### src/rtl/fifo_ptr_pkg.sv
`default_nettype none
// ============================================================================
// Package   : fifo_ptr_pkg
// Purpose   : Shared pointer helpers for the async FIFO pointer blocks
//             (write-side fifo_wptr_full and its read-side counterpart).
// Contents  : PTR_W_MAX       - widest pointer the helpers handle
//             SYNC_STAGES_MAX - deepest legal pointer synchroniser
//             bin2gray()      - binary to reflected Gray code
//             gray2bin()      - reflected Gray code to binary
// Usage     : Callers zero-extend pointers to PTR_W_MAX bits and size-cast
//             the result back. Leading zeros do not change either transform.
// Revision  : 1.0 - initial release
// ============================================================================
package fifo_ptr_pkg;

    localparam int PTR_W_MAX       = 32;
    localparam int SYNC_STAGES_MAX = 4;

    function automatic logic [PTR_W_MAX-1:0] bin2gray(input logic [PTR_W_MAX-1:0] b);
        return b ^ (b >> 1);
    endfunction

    // Each binary bit is the XOR of all Gray bits at or above it.
    function automatic logic [PTR_W_MAX-1:0] gray2bin(input logic [PTR_W_MAX-1:0] g);
        logic [PTR_W_MAX-1:0] b;
        b[PTR_W_MAX-1] = g[PTR_W_MAX-1];
        for (int i = PTR_W_MAX - 2; i >= 0; i--) begin
            b[i] = b[i+1] ^ g[i];
        end
        return b;
    endfunction

endpackage : fifo_ptr_pkg
`default_nettype wire

### src/rtl/fifo_wptr_full_if.sv
`default_nettype none
// ============================================================================
// Interface : fifo_wptr_full_if
// Purpose   : Write-side pointer bus between a producer and fifo_wptr_full.
// Signals   : wr_en       producer write request
//             rd_gptr     read pointer in Gray code (read clock domain)
//             wr_addr     RAM write address
//             wr_gptr     registered Gray write pointer to the read domain
//             wr_push     RAM write strobe
//             full        registered full flag
//             ovf         sticky overflow flag
//             almost_full registered almost-full flag (FIFO_WPTR_AFULL_EN)
// Modports  : master - producer side, slave - pointer block side
// Macro     : FIFO_WPTR_AFULL_EN adds almost_full
// Revision  : 1.0 - initial release
// ============================================================================
interface fifo_wptr_full_if #(
    parameter int ADDR_W = 4
);
    logic              wr_en;
    logic [ADDR_W:0]   rd_gptr;
    logic [ADDR_W-1:0] wr_addr;
    logic [ADDR_W:0]   wr_gptr;
    logic              wr_push;
    logic              full;
    logic              ovf;
`ifdef FIFO_WPTR_AFULL_EN
    logic              almost_full;
`endif

    modport master (
        output wr_en, rd_gptr,
        input  wr_addr, wr_gptr, wr_push, full, ovf
`ifdef FIFO_WPTR_AFULL_EN
        , input almost_full
`endif
    );

    modport slave (
        input  wr_en, rd_gptr,
        output wr_addr, wr_gptr, wr_push, full, ovf
`ifdef FIFO_WPTR_AFULL_EN
        , output almost_full
`endif
    );

endinterface : fifo_wptr_full_if
`default_nettype wire

### src/rtl/ptr_sync.sv
`default_nettype none
// ============================================================================
// Module    : ptr_sync
// Purpose   : Multi-bit flop chain bringing a Gray-coded pointer into the
//             local clock domain. Only one bit changes per pointer step, so
//             a plain chain is safe; no logic may sit between the stages.
// Ports     : clk     local clock
//             rst_n   synchronous active-low reset, clears every stage
//             i_gptr  Gray pointer from the remote domain
//             o_gptr  synchronised Gray pointer
// Params    : WIDTH   pointer width
//             STAGES  chain depth, 2..SYNC_STAGES_MAX
// Revision  : 1.0 - initial release
// ============================================================================
module ptr_sync
    import fifo_ptr_pkg::*;
#(
    parameter int WIDTH  = 5,
    parameter int STAGES = 2
) (
    input  wire logic             clk,
    input  wire logic             rst_n,
    input  wire logic [WIDTH-1:0] i_gptr,
    output logic      [WIDTH-1:0] o_gptr
);

    logic [WIDTH-1:0] r_stage [STAGES];

    if (STAGES < 2 || STAGES > SYNC_STAGES_MAX) begin : g_bad_stages
        $error("ptr_sync: STAGES must be in 2..%0d", SYNC_STAGES_MAX);
    end

    for (genvar i = 0; i < STAGES; i++) begin : g_stage
        if (i == 0) begin : g_first
            always_ff @(posedge clk) begin
                if (!rst_n) r_stage[i] <= '0;
                else        r_stage[i] <= i_gptr;
            end
        end else begin : g_next
            always_ff @(posedge clk) begin
                if (!rst_n) r_stage[i] <= '0;
                else        r_stage[i] <= r_stage[i-1];
            end
        end
    end

    assign o_gptr = r_stage[STAGES-1];

endmodule : ptr_sync
`default_nettype wire

### src/rtl/fifo_wptr_full.sv
`default_nettype none
// ============================================================================
// Module    : fifo_wptr_full
// Purpose   : Write-side pointer and full-flag generator for an async FIFO.
//             Keeps an (ADDR_W+1)-bit binary write pointer, publishes it as a
//             registered Gray code, synchronises the read Gray pointer and
//             raises a registered, pessimistic full flag.
// Ports     : clk    write-domain clock
//             rst_n  synchronous active-low reset
//             wif    fifo_wptr_full_if.slave:
//                      in : wr_en, rd_gptr
//                      out: wr_addr, wr_gptr, wr_push, full, ovf,
//                           almost_full (FIFO_WPTR_AFULL_EN only)
// Params    : ADDR_W      FIFO address width (depth 2**ADDR_W), >= 2
//             SYNC_STAGES read-pointer synchroniser depth, 2..4
//             AFULL_TH    almost-full margin (FIFO_WPTR_AFULL_EN only)
// Macro     : FIFO_WPTR_AFULL_EN enables the almost-full flag
// Revision  : 1.0 - initial release
// ============================================================================
module fifo_wptr_full
    import fifo_ptr_pkg::*;
#(
    parameter int ADDR_W      = 4,
    parameter int SYNC_STAGES = 2,
    parameter int AFULL_TH    = 2
) (
    input  wire logic        clk,
    input  wire logic        rst_n,
    fifo_wptr_full_if.slave  wif
);

    localparam int PW = ADDR_W + 1;

    logic [PW-1:0] r_bin;
    logic [PW-1:0] r_gptr;
    logic          r_full;
    logic          r_ovf;

    logic          w_push;
    logic [PW-1:0] w_bin_nxt;
    logic [PW-1:0] w_gnxt;
    logic [PW-1:0] w_rq_gptr;
    logic          w_full_nxt;

    ptr_sync #(
        .WIDTH  (PW),
        .STAGES (SYNC_STAGES)
    ) u_rptr_sync (
        .clk    (clk),
        .rst_n  (rst_n),
        .i_gptr (wif.rd_gptr),
        .o_gptr (w_rq_gptr)
    );

    // Push is gated by the registered flag, so the push that fills the FIFO
    // also raises full at the same edge and nothing can slip in after it.
    assign w_push    = wif.wr_en & ~r_full;
    assign w_bin_nxt = r_bin + {{ADDR_W{1'b0}}, w_push};
    assign w_gnxt    = PW'(bin2gray(PTR_W_MAX'(w_bin_nxt)));

    // Full when the writer is one lap ahead: in Gray form that is the top
    // two bits inverted and the rest equal.
    assign w_full_nxt = (w_gnxt == {~w_rq_gptr[ADDR_W:ADDR_W-1], w_rq_gptr[ADDR_W-2:0]});

    always_ff @(posedge clk) begin
        if (!rst_n) begin
            r_bin  <= '0;
            r_gptr <= '0;
            r_full <= 1'b0;
            r_ovf  <= 1'b0;
        end else begin
            r_bin  <= w_bin_nxt;
            r_gptr <= w_gnxt;
            r_full <= w_full_nxt;
            r_ovf  <= r_ovf | (wif.wr_en & r_full);
        end
    end

    assign wif.wr_addr = r_bin[ADDR_W-1:0];
    assign wif.wr_gptr = r_gptr;
    assign wif.wr_push = w_push;
    assign wif.full    = r_full;
    assign wif.ovf     = r_ovf;

`ifdef FIFO_WPTR_AFULL_EN
    localparam logic [PW-1:0] c_afull_lvl = PW'((2 ** ADDR_W) - AFULL_TH);

    logic [PW-1:0] w_rq_bin;
    logic [PW-1:0] w_level;
    logic          r_afull;

    assign w_rq_bin = PW'(gray2bin(PTR_W_MAX'(w_rq_gptr)));
    // Modulo subtraction gives the occupancy even across pointer wrap.
    assign w_level  = w_bin_nxt - w_rq_bin;

    always_ff @(posedge clk) begin
        if (!rst_n) r_afull <= 1'b0;
        else        r_afull <= (w_level >= c_afull_lvl);
    end

    assign wif.almost_full = r_afull;
`endif

endmodule : fifo_wptr_full
`default_nettype wire
### src/flat_wrapper.sv
// flat-port wrapper written by rule: the top's interface ports become plain ports
module fifo_wptr_full_flat import fifo_ptr_pkg::*;
#(
    parameter int ADDR_W      = 4,
    parameter int SYNC_STAGES = 2,
    parameter int AFULL_TH    = 2
)
  (clk, rst_n, wif_wr_en, wif_rd_gptr, wif_wr_addr, wif_wr_gptr, wif_wr_push, wif_full, wif_ovf);
  fifo_wptr_full_if #(.ADDR_W(ADDR_W)) wif_i ();
  input  wire logic clk;
  input  wire logic rst_n;
  input wire logic [$bits(wif_i.wr_en)-1:0] wif_wr_en;
  input wire logic [$bits(wif_i.rd_gptr)-1:0] wif_rd_gptr;
  output wire logic [$bits(wif_i.wr_addr)-1:0] wif_wr_addr;
  output wire logic [$bits(wif_i.wr_gptr)-1:0] wif_wr_gptr;
  output wire logic [$bits(wif_i.wr_push)-1:0] wif_wr_push;
  output wire logic [$bits(wif_i.full)-1:0] wif_full;
  output wire logic [$bits(wif_i.ovf)-1:0] wif_ovf;
  assign wif_i.wr_en = wif_wr_en;
  assign wif_i.rd_gptr = wif_rd_gptr;
  assign wif_wr_addr = wif_i.wr_addr;
  assign wif_wr_gptr = wif_i.wr_gptr;
  assign wif_wr_push = wif_i.wr_push;
  assign wif_full = wif_i.full;
  assign wif_ovf = wif_i.ovf;
  fifo_wptr_full #(.ADDR_W(ADDR_W), .SYNC_STAGES(SYNC_STAGES), .AFULL_TH(AFULL_TH)) u_core (.clk(clk), .rst_n(rst_n), .wif(wif_i));
endmodule
### config.mk
export PLATFORM = sky130hd
export DESIGN_NAME = fifo_wptr_full_flat
export DESIGN_NICKNAME = d
export VERILOG_FILES = /design/src/rtl/fifo_ptr_pkg.sv /design/src/rtl/fifo_wptr_full_if.sv /design/src/rtl/ptr_sync.sv /design/src/rtl/fifo_wptr_full.sv /design/src/flat_wrapper.sv
export SDC_FILE = /design/constraint.sdc
export NUM_CORES = 1
export LEC_CHECK = 0
export BUFFER_PORTS_ARGS = -buffer_cell sky130_fd_sc_hd__buf_2
export CORE_MARGIN = 1.5
export CORE_UTILIZATION = 44
export DETAILED_ROUTE_END_ITERATION = 7
export PLACE_DENSITY = 0.82
export SKIP_LAST_GASP = 1
export SYNTH_ARGS = -nofsm -noshare
export SYNTH_HDL_FRONTEND = slang
export SYNTH_SLANG_ARGS = --single-unit
### constraint.sdc
create_clock -name clk -period 2.17 [get_ports clk]
set_clock_uncertainty 0.2 [all_clocks]
set_input_delay 0.434 -clock clk [delete_from_list [all_inputs] [get_ports clk]]
set_output_delay 0.434 -clock clk [all_outputs]
set_load 0.005 [all_outputs]
Word level (Yosys, flattened, before mapping)
Memories as Yosys holds them, arrays and structs flattened.
Cells that the tools add are included.
{"block": "classes", "addsub": 1, "eq_ne": 1, "muxes": 4, "bitwise_logic": 8}
{"op": "two-way mux 5 bit", "count": 2}
{"op": "adder 5 x 1 -> 5 bit", "count": 1}
{"op": "equality test 5 bit", "count": 1}
{"op": "XOR 5 x 4 -> 5 bit", "count": 1}
{"op": "bitwise OR 1 bit", "count": 3}
{"op": "AND 1 bit", "count": 2}
{"op": "two-way mux 1 bit", "count": 2}
{"op": "inverter 2 bit", "count": 1}
{"op": "inverter 1 bit", "count": 1}
{"block": "word_totals", "register_bits": 12, "mem_bits_rw": 10, "inputBits": 8, "wordCells": 19, "memories": 1}
{"memory": "u_core.u_rptr_sync.r_stage", "depth": 2, "width": 5, "rd": 2, "rd_clocked_by_memory_dff": 0, "wr": 2, "line_no": "ptr_sync.sv:27", "text": "logic [WIDTH-1:0] r_stage [STAGES];"}

Longest topological paths before layout
Gate-level depths: netlist (run 1).
{"block": "depth", "word_depth": 5, "mapped_depth": 8, "depth_no_buf": 8}

Cells and area by module
Synthesis (run 1) repeated with hierarchy kept, for this count alone.
{"block": "unflattened", "hier_cells": 70, "area_unflattened_um2": 803.3}
{"module": "fifo_wptr_full", "n_inst": 1, "cells_per_inst": 50, "area_each_um2": 540.5, "seq_area_each_um2": 220.2}
{"module": "ptr_sync", "n_inst": 1, "cells_per_inst": 20, "area_each_um2": 262.8, "seq_area_each_um2": 200.2}

Worst setup path before layout (run 1)
OpenSTA, ideal clock, no wires.
{"block": "synth_path", "kind": "input-to-reg", "startpoint": "input wif_wr_en", "endpoint": "register u_core.r_full, in the netlist u_core.wif.full", "setup_time_ns": 0.066, "arrival_ns": 2.100, "required_ns": 1.904, "path_slack_ns": -0.196, "cell_stages": 8, "path_cell_list": "nor2b_1 ha_1 ha_1 nand3_1 xor2_1 xor2_1 or4_4 a21oi_2"}
{"block": "synth_via", "elab_chain_len": 4}
{"item": "from (decl)", "line_no": "flat_wrapper.sv:12", "text": "input wire logic [$bits(wif_i.wr_en)-1:0] wif_wr_en;"}
{"item": "AND 1 bit", "line_no": "fifo_wptr_full.sv:57", "text": "assign w_push = wif.wr_en & ~r_full;"}
{"item": "adder 5 x 1 -> 5 bit", "line_no": "fifo_wptr_full.sv:58", "text": "assign w_bin_nxt = r_bin + {{ADDR_W{1'b0}}, w_push};"}
{"item": "XOR 5 x 4 -> 5 bit", "line_no": "fifo_ptr_pkg.sv:20", "text": "return b ^ (b >> 1);"}
{"item": "equality test 5 bit", "line_no": "fifo_wptr_full.sv:63", "text": "assign w_full_nxt = (w_gnxt == {~w_rq_gptr[ADDR_W:ADDR_W-1], w_rq_gptr[ADDR_W-2:0]});"}
{"item": "to (signal assigned)", "line_no": "fifo_wptr_full.sv:74", "text": "r_full <= w_full_nxt;"}
{"item": "to (decl)", "line_no": "fifo_wptr_full.sv:36", "text": "logic r_full;"}
No other way between the ends.
A chain may end at the register's enable or synchronous reset.

Final worst setup path (run 1)
{"block": "layout_path", "startpoint": "register u_core.r_full, in the netlist u_core.wif.full", "endpoint": "register u_core.r_full, in the netlist u_core.wif.full"}
{"block": "layout_via", "elab_chain_len": 5}
{"item": "inverter 1 bit", "line_no": "fifo_wptr_full.sv:57"}
{"item": "AND 1 bit", "line_no": "fifo_wptr_full.sv:57"}
{"item": "adder 5 x 1 -> 5 bit", "line_no": "fifo_wptr_full.sv:58"}
{"item": "XOR 5 x 4 -> 5 bit", "line_no": "fifo_ptr_pkg.sv:20"}
{"item": "equality test 5 bit", "line_no": "fifo_wptr_full.sv:63"}
No other way between the ends.

==> reports/summary.txt, run 1 <==
Post-CTS Hold Fix Bufs: 0
CP Class: register to register
Fmax: 476 MHz
Via count: 556
Die Ht: 45.3 µm
Worst relative slew slack: 78.4%
Cell with the most instances after synthesis: dfxtp_1
HP Class: input port to register
Antenna violations before repair: 0
Starting density of the core: 46.2%
Clock Latency Late Sink: 0.30 ns
Synthesized area: 788 µm²
Final Worst Setup Slack: 0.0687 ns
# Max-Cap Violations: 0
# rows: 15
1st-pass router iterations: 3
Place WS: -0.222 ns
Setup TNS: 0 ns
First-pass GRT wire length: 2080 µm
Die Wd: 45.3 µm
Hold depth: 2
LEAKAGE: 0.477 nW
Register area share after synthesis: 53.3%
Clk slew on worst S/H paths: 0.11 ns
Final Hold Fails: 0
Hold Slack: 0.132 ns
Placed Area: 0.00103 mm²
Tot GR Track Use: 15.2%
Area leader, netlist: dfxtp_1
CTS tree: built
Top area cells in the synthesized netlist: dfxtp_1 (53%), and2_1 (13%), xor2_1 (6.7%)
Die area: 0.00205 mm²
TritonCTS Buffers: 3
Startpoint Class: register
Top Ports: 20
Fin util: 62.2%
Fraction of registers with async set/reset: 0%
Post-synth cell types: 20
Post-synth top area share: 53.3%
Avg Cell Area, Syn: 11.1 µm²
Final worst path period share: 96.8%
Post-route cell area: 0.00106 mm²
Area Overhead vs Synth: 34.8%
Crit. End Element: register
ANT nets after route: 0
Crit-path max FO: 3
Tmin final: 2.10 ns
CP arrival: 2.14 ns
Maximum clock insertion buffer count: 2
Root buffer cell: clkbuf_4
Seq cells post-synth: 21
Worst Reg2Reg Path Length in Cells: 8
Slew Viols, Final: 0
Post-synth EDFFs: 0
Largest net degree at the start of global routing: 22
Slew @ Worst Pin: 0.324 ns
Vias in the first global route: 513
Pwr dens: 646 mW/mm²
Antenna diodes: 0
GP Congestion: 0.727
Syn nets: 81
Drt total wl: 1260 µm
Layout cells sized above 1: 44.0%
Congestion Overflow GR: 0
Via density per instance: 4.45
Synth top cells by count: dfxtp_1 (21), and2_1 (16), xor2_1 (6)
Status: completed
Clock sink count: 21
Warnings, synthesis: 0
Post-DR wirelength/cell: 10.0 µm
Max H-tree Level: 1
Number of remaining DRC errors: 0
IO buf count: 19
WP data required: 2.21 ns
DR iter-0 viols: 5
VDD IR max: 0.416 mV
Final setup violation count: 0
Post-Synthesis Cells: 71
RSZ-0062 raised after global routing: yes
Layout net count: 111
Post-DP HPWL: 991 µm
Synth Flop Type: dfxtp_1
Fillcell total: 151
Core area: 0.00171 mm²
## worst max-delay path, cell delays in order, from the launching register on
cell,delay [ns]
dfxtp_2,0.37
nor2b_4,0.05
ha_4,0.16
ha_4,0.18
xnor2_4,0.14
xnor2_2,0.17
xor2_1,0.15
or4_4,0.51
a21oi_2,0.11
## final cells by class
cell class / instances / area, µm² / area share, %
Multi-Input combinational cell: 48 / 427 / 40.2
Sequential cell: 21 / 422 / 39.7
Timing Repair Buffer: 27 / 155 / 14.6
Tap cell: 25 / 31.3 / 2.94
Clock buffer: 3 / 22.5 / 2.12
Clock inverter: 1 / 5.00 / 0.471
## layout by cell type, fill, tap and decap left out, drive strengths merged
cell	instances
a211o	1
a21boi	1
a21oi	2
and2	17
buf	27
clkbuf	3
clkinv	1
dfxtp	21
ha	2
nand2	4
nand2b	1
nand3	2
nor2	1
nor2b	3
o211ai	1
or4	1
xnor2	6
xor2	6
## per-layer routing
metal	part of all wire, %	GRT usage, %	wire [µm]
met2	50	25.4	631
met4	2.2	8.82	27
met1	41	15.3	519
met3	6.1	7.20	76
met5	0	0	0
## stage by stage
stage,cells,power [mW]
2_1_floorplan,71,0.487
3_3_place_gp,120,0.512
5_1_grt,125,0.722
4_1_cts,125,0.697
3_5_place_dp,120,0.517
6_report,125,0.686
## repair_timing
item                       in CTS  in global routing
resized for setup               1                  0
buffers inserted                1                  0
pin swaps                       0                  6
cloned                          0                  0
setup endpoints to repair       1                  1
## registers in the layout (all words and copies together) (netlist names)
register	flops
u_core.u_rptr_sync.r_stage	10
u_core.wif.wr_gptr	5
u_core.r_bin	4
u_core.wif.full	1
u_core.wif.ovf	1
## path summary, 6_finish.rpt
kind                                     from                               end  slack (ns)
min reg2reg  u_core.u_rptr_sync.r_stage[0][0]  u_core.u_rptr_sync.r_stage[1][0]        0.24
max reg2reg                   u_core.wif.full                   u_core.wif.full        0.07
max                           u_core.wif.full                   u_core.wif.full        0.07
min                            wif_rd_gptr[0]  u_core.u_rptr_sync.r_stage[0][0]        0.13
## cell families after synthesis
group / count (synthesis) / synth area share, %
buf+inv: 2 / 0.953
fa+ha+maj: 2 / 3.17
compound gates: 5 / 4.76
xor+xnor: 12 / 15.2
simple gates: 29 / 22.5
flops: 21 / 53.3
## power by group
part | internal [mW] | switching [mW]
clock | 0.0688 | 0.111
combinational | 0.0554 | 0.0383
sequential | 0.404 | 0.00938
total | 0.528 | 0.158
(Power assumes the default switching activity.)
==> inputs of run 2 (changes only) <==
--- a/config.mk
+++ b/config.mk
@@ -6,6 +6,7 @@
 export NUM_CORES = 1
 export LEC_CHECK = 0
 export BUFFER_PORTS_ARGS = -buffer_cell sky130_fd_sc_hd__buf_2
+export CORE_ASPECT_RATIO = 1.25
 export CORE_MARGIN = 1.5
 export CORE_UTILIZATION = 44
 export DETAILED_ROUTE_END_ITERATION = 7
==> reports/summary.txt, run 2 (synthesis results as in run 1) <==
Drt total wl: 1180 µm (-6.2%)
# Max-Cap Violations: 0 (unchanged)
Final Hold Fails: 0 (unchanged)
Place WS: -0.201 ns (+0.0205 ns)
Number of flip-flops in the largest register: 10 (unchanged)
Fmax: 471 MHz (-1.1%)
CP max-delay cell: or4_4
Crit-path cells: nor2b_4, ha_4, ha_4, xor2_2, xnor2_1, nand2_1, or4_4, a21oi_2
Largest stage delay, worst path: 0.51 ns (about the same)
Crit. End Element: register
Tot GR Track Use: 14.3% (-0.94 points)
Hold Slack: 0.134 ns (+0.00235 ns)
CP Class: register to register
TritonCTS Buffers: 3 (unchanged)
LEAKAGE: 0.464 nW (-2.6%)
1st-pass router iterations: 3 (unchanged)
Final worst path period share: 97.9% (+1.0 points)
Clk pwr share: 26.2% (about the same)
IO buf count: 19 (unchanged)
WP data required: 2.21 ns (about the same)
Setup TNS: 0 ns (unchanged)
Via count: 549 (-1.3%)
Slew @ Worst Pin: 0.312 ns (-0.0123 ns)
Clock Latency Late Sink: 0.30 ns (about the same)
Final setup violation count: 0 (unchanged)
Sw Share: 22.6% (-0.50 points)
Most frequent cells in the layout: dfxtp_1 (20), buf_2 (19), and2_1 (16)
Die area: 0.00206 mm² (about the same)
Most common cell after layout, fill and taps aside: dfxtp_1
Via density per instance: 4.73 (+6.4%)
Number of remaining DRC errors: 0 (unchanged)
Logic pwr share: 14.0% (+0.3 points)
CP Launch Point: u_core.wif.full
Antenna diodes: 0 (unchanged)
Capture point of the worst path: u_core.wif.full
Die Wd: 40.9 µm (-9.9%)
Die Ht: 50.3 µm (+11%)
Top Ports: 20 (unchanged)
Root buffer cell: clkbuf_4
RSZ-0062 raised after global routing: yes
Largest net degree at the start of global routing: 22 (unchanged)
Worst Reg2Reg Path Length in Cells: 8 (unchanged)
Layout net count: 109 (-1.8%)
Post-CTS setup buffer count: 0 (-1)
DR iter-0 viols: 1 (-4)
Clock sink count: 21 (unchanged)
Core area: 0.00162 mm² (-5.1%)
Pwr dens: 660 mW/mm² (+2.2%)
Flop-to-flop setup slack: 0.05 ns (-0.02 ns)
# rows: 16 (+1)
Startpoint Class: register
FF-to-FF End: u_core.wif.full
Worst relative slew slack: 79.2% (+0.82 points)
Layout cells sized above 1: 41.8% (-2.2 points)
CP arrival: 2.16 ns (+0.02 ns)
ANT nets after route: 0 (unchanged)
Worst path most repeated cell: ha_4
Internal Dissipation: 0.532 mW (+0.71%)
Post-DR wirelength/cell: 10.1 µm (+1.1%)
First-pass GRT wire length: 1970 µm (-5.3%)
GP Congestion: 0.653 (-10%)
Biggest register: u_core.u_rptr_sync.r_stage
Vias in the first global route: 526 (+2.5%)
Crit-path max FO: 3 (unchanged)
HP Class: input port to register
Fin util: 64.1% (+1.9 points)
Antenna violations before repair: 0 (unchanged)
Status: completed
Sequential share of power: 59.9% (-0.3 points)
Congestion Overflow GR: 0 (unchanged)
Starting density of the core: 48.6% (+2.5 points)
Final Worst Setup Slack: 0.0463 ns (-0.0224 ns)
Slew Viols, Final: 0 (unchanged)
Worst r2r src: u_core.wif.full
Max H-tree Level: 1 (unchanged)
Post-CTS Hold Fix Bufs: 0 (unchanged)
VDD IR max: 0.399 mV (-4.0%)
Clk slew on worst S/H paths: 0.11 ns (about the same)
Maximum clock insertion buffer count: 2 (unchanged)
Area Overhead vs Synth: 31.9%
Net Sw Power: 0.155 mW (-2.1%)
Tmin final: 2.12 ns (+0.0224 ns)
CTS tree: built
[run 2: stage by stage]
step | cell area (µm²) | power (mW) | instances
after floorplan | 855 | 0.487 | 71
after global placement | 1010 | 0.515 | 112
after detailed placement | 1010 | 0.518 | 112
after CTS | 1040 | 0.695 | 116
after global routing | 1040 | 0.723 | 116
final | 1040 | 0.687 | 116
[run 2: power by group through the flow]
| stage | combinational, mW | clock [mW] | sequential (mW) |
|---|---|---|---|
| after global routing | 0.106 | 0.204 | 0.413 |
| after global placement | 0.0948 | 0 | 0.420 |
| after detailed placement | 0.0967 | 0 | 0.421 |
| after CTS | 0.0975 | 0.185 | 0.413 |
| final | 0.0959 | 0.180 | 0.411 |
| after floorplan | 0.0650 | 0 | 0.422 |
[run 2: routing by layer]
metal	global-route usage, %	part of all wire (%)	vias to the layer above
li1	-	-	280
met1	13.4	41	246
met2	25.0	52	18
met3	2.65	3.8	5
met4	10.0	3.4	0
met5	0	0	-
[run 2: critical path, delay by kind of cell, from the launching register on]
kind / cells / cell delay, ns
adders and majority gates: 2 / 0.45
DFF: 1 / 0.38
xor gates and xnor gates: 2 / 0.30
AOI/OAI and AO/OA: 1 / 0.11
and+or+nand+nor: 3 / 0.62
[run 2: final cells by class]
cell class                 count  area (µm²)
fill                         128         582
multi-input combinational     48         427
sequential                    21         424
timing repair buffer          25         140
clock buffer                   4        26.3
tap                           18        22.5
[run 2: timing repair]
action                                  in CTS  in global routing
endpoints found under the setup margin       1                  1
pin swaps                                    0                  2
resized for setup                            1                  1
[run 2: how the worst min path moves through the flow]
stage,from,endpoint,cells after the start
final,wif_rd_gptr[0],u_core.u_rptr_sync.r_stage[0][0],2
after floorplan,u_core.u_rptr_sync.r_stage[0][2],u_core.u_rptr_sync.r_stage[1][2],1
after CTS,wif_rd_gptr[2],u_core.u_rptr_sync.r_stage[0][2],2
after global placement,u_core.u_rptr_sync.r_stage[0][2],u_core.u_rptr_sync.r_stage[1][2],1
after detailed placement,u_core.u_rptr_sync.r_stage[0][2],u_core.u_rptr_sync.r_stage[1][2],1
after global routing,wif_rd_gptr[2],u_core.u_rptr_sync.r_stage[0][2],2
==> inputs of run 3 (changes only) <==
==> constraint.sdc (replaced) <==
create_clock -name clk -period 1.8 [get_ports clk]
set_clock_uncertainty 0.2 [all_clocks]
set_input_delay 0.36 -clock clk [delete_from_list [all_inputs] [get_ports clk]]
set_output_delay 0.36 -clock clk [all_outputs]
set_load 0.005 [all_outputs]
==> reports/summary.txt, run 3 (synthesis results as in run 1) <==
Root buffer cell: clkbuf_4
CP arrival: 2.15 ns (about the same)
Slew Viols, Final: 0 (unchanged)
Final Worst Setup Slack: -0.296 ns (-0.342 ns)
Startpoint Class: register
Drt total wl: 1380 µm (+17%)
# Max-Cap Violations: 0 (unchanged)
Number of flip-flops in the largest register: 10 (unchanged)
Layout cells sized above 1: 49.5% (+7.7 points)
Via density per instance: 4.70 (-0.64%)
Clock sink count: 21 (unchanged)
Die Wd: 40.9 µm (unchanged)
Starting density of the core: 48.6% (unchanged)
Final setup violation count: 2 (+2)
Clk slew on worst S/H paths: 0.11 ns (about the same)
DR iter-0 viols: 4 (+3)
Pwr dens: 763 mW/mm² (+16%)
ANT nets after route: 0 (unchanged)
Antenna violations before repair: 0 (unchanged)
CTS tree: built
Worst Reg2Reg Path Length in Cells: 8 (unchanged)
Metal3 WL: 54 µm (+20%)
Via count: 569 (+3.6%)
Area Overhead vs Synth: 41.4%
Failing checks: negative setup slack
Fillcell total: 130 (+1.6%)
Slew @ Worst Pin: 0.419 ns (+0.107 ns)
Clock Latency Late Sink: 0.31 ns (about the same)
Die area: 0.00206 mm² (unchanged)
GP Congestion: 0.655 (+0.43%)
Placed Area: 0.00105 mm² (+3.7%)
RSZ-0062 raised after global routing: yes
Worst r2r src: u_core.wif.full
CP Class: register to register
Worst Hold Launch: wif_rd_gptr[3]
Fin cells: 121 (+4.3%)
Tot GR Track Use: 15.8% (+1.5 points)
IO buf count: 19 (unchanged)
Post-DP HPWL: 997 µm
Flop-to-flop setup slack: -0.30 ns (-0.34 ns)
Largest net degree at the start of global routing: 21 (-4.5%)
VDD IR max: 0.659 mV (+65%)
Post-CTS setup buffer count: 0 (unchanged)
Antenna diodes: 0 (unchanged)
Setup TNS: -0.300 ns (-0.300 ns)
# rows: 16 (unchanged)
Hold depth: 2 (unchanged)
Die Ht: 50.3 µm (unchanged)
Place WS: -0.506 ns (-0.305 ns)
Most common cell after layout, fill and taps aside: dfxtp_1
WP data required: 1.85 ns (-0.36 ns)
Vias in the first global route: 547 (+4.0%)
Post-DR wirelength/cell: 11.4 µm (+12%)
Top Ports: 20 (unchanged)
1st-pass router iterations: 4 (+1)
Status: complete, but fails checks
LEAKAGE: 0.504 nW (+8.5%)
Wl on met1: 506 µm (+6.1%)
First-pass GRT wire length: 2140 µm (+8.4%)
HP Class: input port to register
Number of remaining DRC errors: 0 (unchanged)
Maximum clock insertion buffer count: 2 (unchanged)
FF-to-FF End: u_core.wif.full
Hold Crit Endpoint: u_core.u_rptr_sync.r_stage[0][3]
Max H-tree Level: 1 (unchanged)
Final Hold Fails: 0 (unchanged)
Fmax: 477 MHz (+1.3%)
TritonCTS Buffers: 3 (unchanged)
Tmin final: 2.10 ns (-0.0276 ns)
Layout net count: 114 (+4.6%)
Core area: 0.00162 mm² (unchanged)
Crit. End Element: register
Top sig layer: met4
Post-route cell area: 0.00111 mm² (+7.2%)
Placed cells: 117 (+4.5%)
Congestion Overflow GR: 0 (unchanged)
WL met2: 775 µm (+27%)
Biggest register: u_core.u_rptr_sync.r_stage
Crit-path max FO: 3 (unchanged)
Worst relative slew slack: 72.0% (-7.2 points)
Most frequent cells in the layout: dfxtp_1 (20), buf_2 (19), and2_1 (16)
Final worst path period share: 116% (+19 points)
-- run 3: per-stage QoR --
step / power (mW) / util (%) / hold slack [ns]
detailed placement: 0.633 / 64.6 / 0.224
global placement: 0.627 / 64.6 / 0.208
CTS: 0.855 / 66.7 / 0.0465
finish: 0.851 / 68.8 / 0.0494
global route: 0.892 / 68.8 / 0.0417
floorplan: 0.587 / - / 0.206
-- run 3: layout make-up --
| type | instances | area (µm²) | share of cell area [%] |
|---|---|---|---|
| well taps | 18 | 22.5 | 2.02 |
| flip-flops and latches | 21 | 422 | 37.8 |
| clock buffers | 3 | 22.5 | 2.02 |
| multi-input cells | 48 | 462 | 41.4 |
| repair buffers | 30 | 181 | 16.3 |
| clock inverters | 1 | 5.00 | 0.449 |
-- run 3: timing repair --
action	CTS	global route
gates resized for setup	2	6
pin swaps	5	1
hold buffers	0	0
endpoints found under the setup margin	2	3
-- run 3: power by group --
| part | switching, mW | total (mW) | internal, mW |
|---|---|---|---|
| combinational | 0.0495 | 0.125 | 0.0753 |
| clock | 0.145 | 0.228 | 0.0831 |
| sequential | 0.0109 | 0.498 | 0.487 |
-- run 3: layer usage --
metal,GRT usage [%],vias up
met5,0,-
met1,15.5,256
met2,26.8,20
met3,2.65,5
met4,11.7,0
li1,-,288
-- run 3: worst max-delay path: stages, from the launching register on --
cell,delay (ns)
dfxtp_2,0.37
nor2b_4,0.05
ha_4,0.16
ha_4,0.29
xor2_2,0.15
xnor2_1,0.13
nand2_1,0.07
or4_4,0.51
a21oi_2,0.11
-- run 3: worst max-delay path by stage --
stage / from / end / slack [ns] / cells past startpoint
global route: u_core.wif.full / u_core.wif.full / -0.38 / 8
CTS: u_core.wif.full / u_core.wif.full / -0.31 / 8
detailed placement: wif_wr_en / u_core.wif.full / -0.51 / 9
finish: u_core.wif.full / u_core.wif.full / -0.30 / 8
floorplan: wif_wr_en / u_core.wif.full / -0.34 / 8
global placement: wif_wr_en / u_core.wif.full / -0.46 / 9
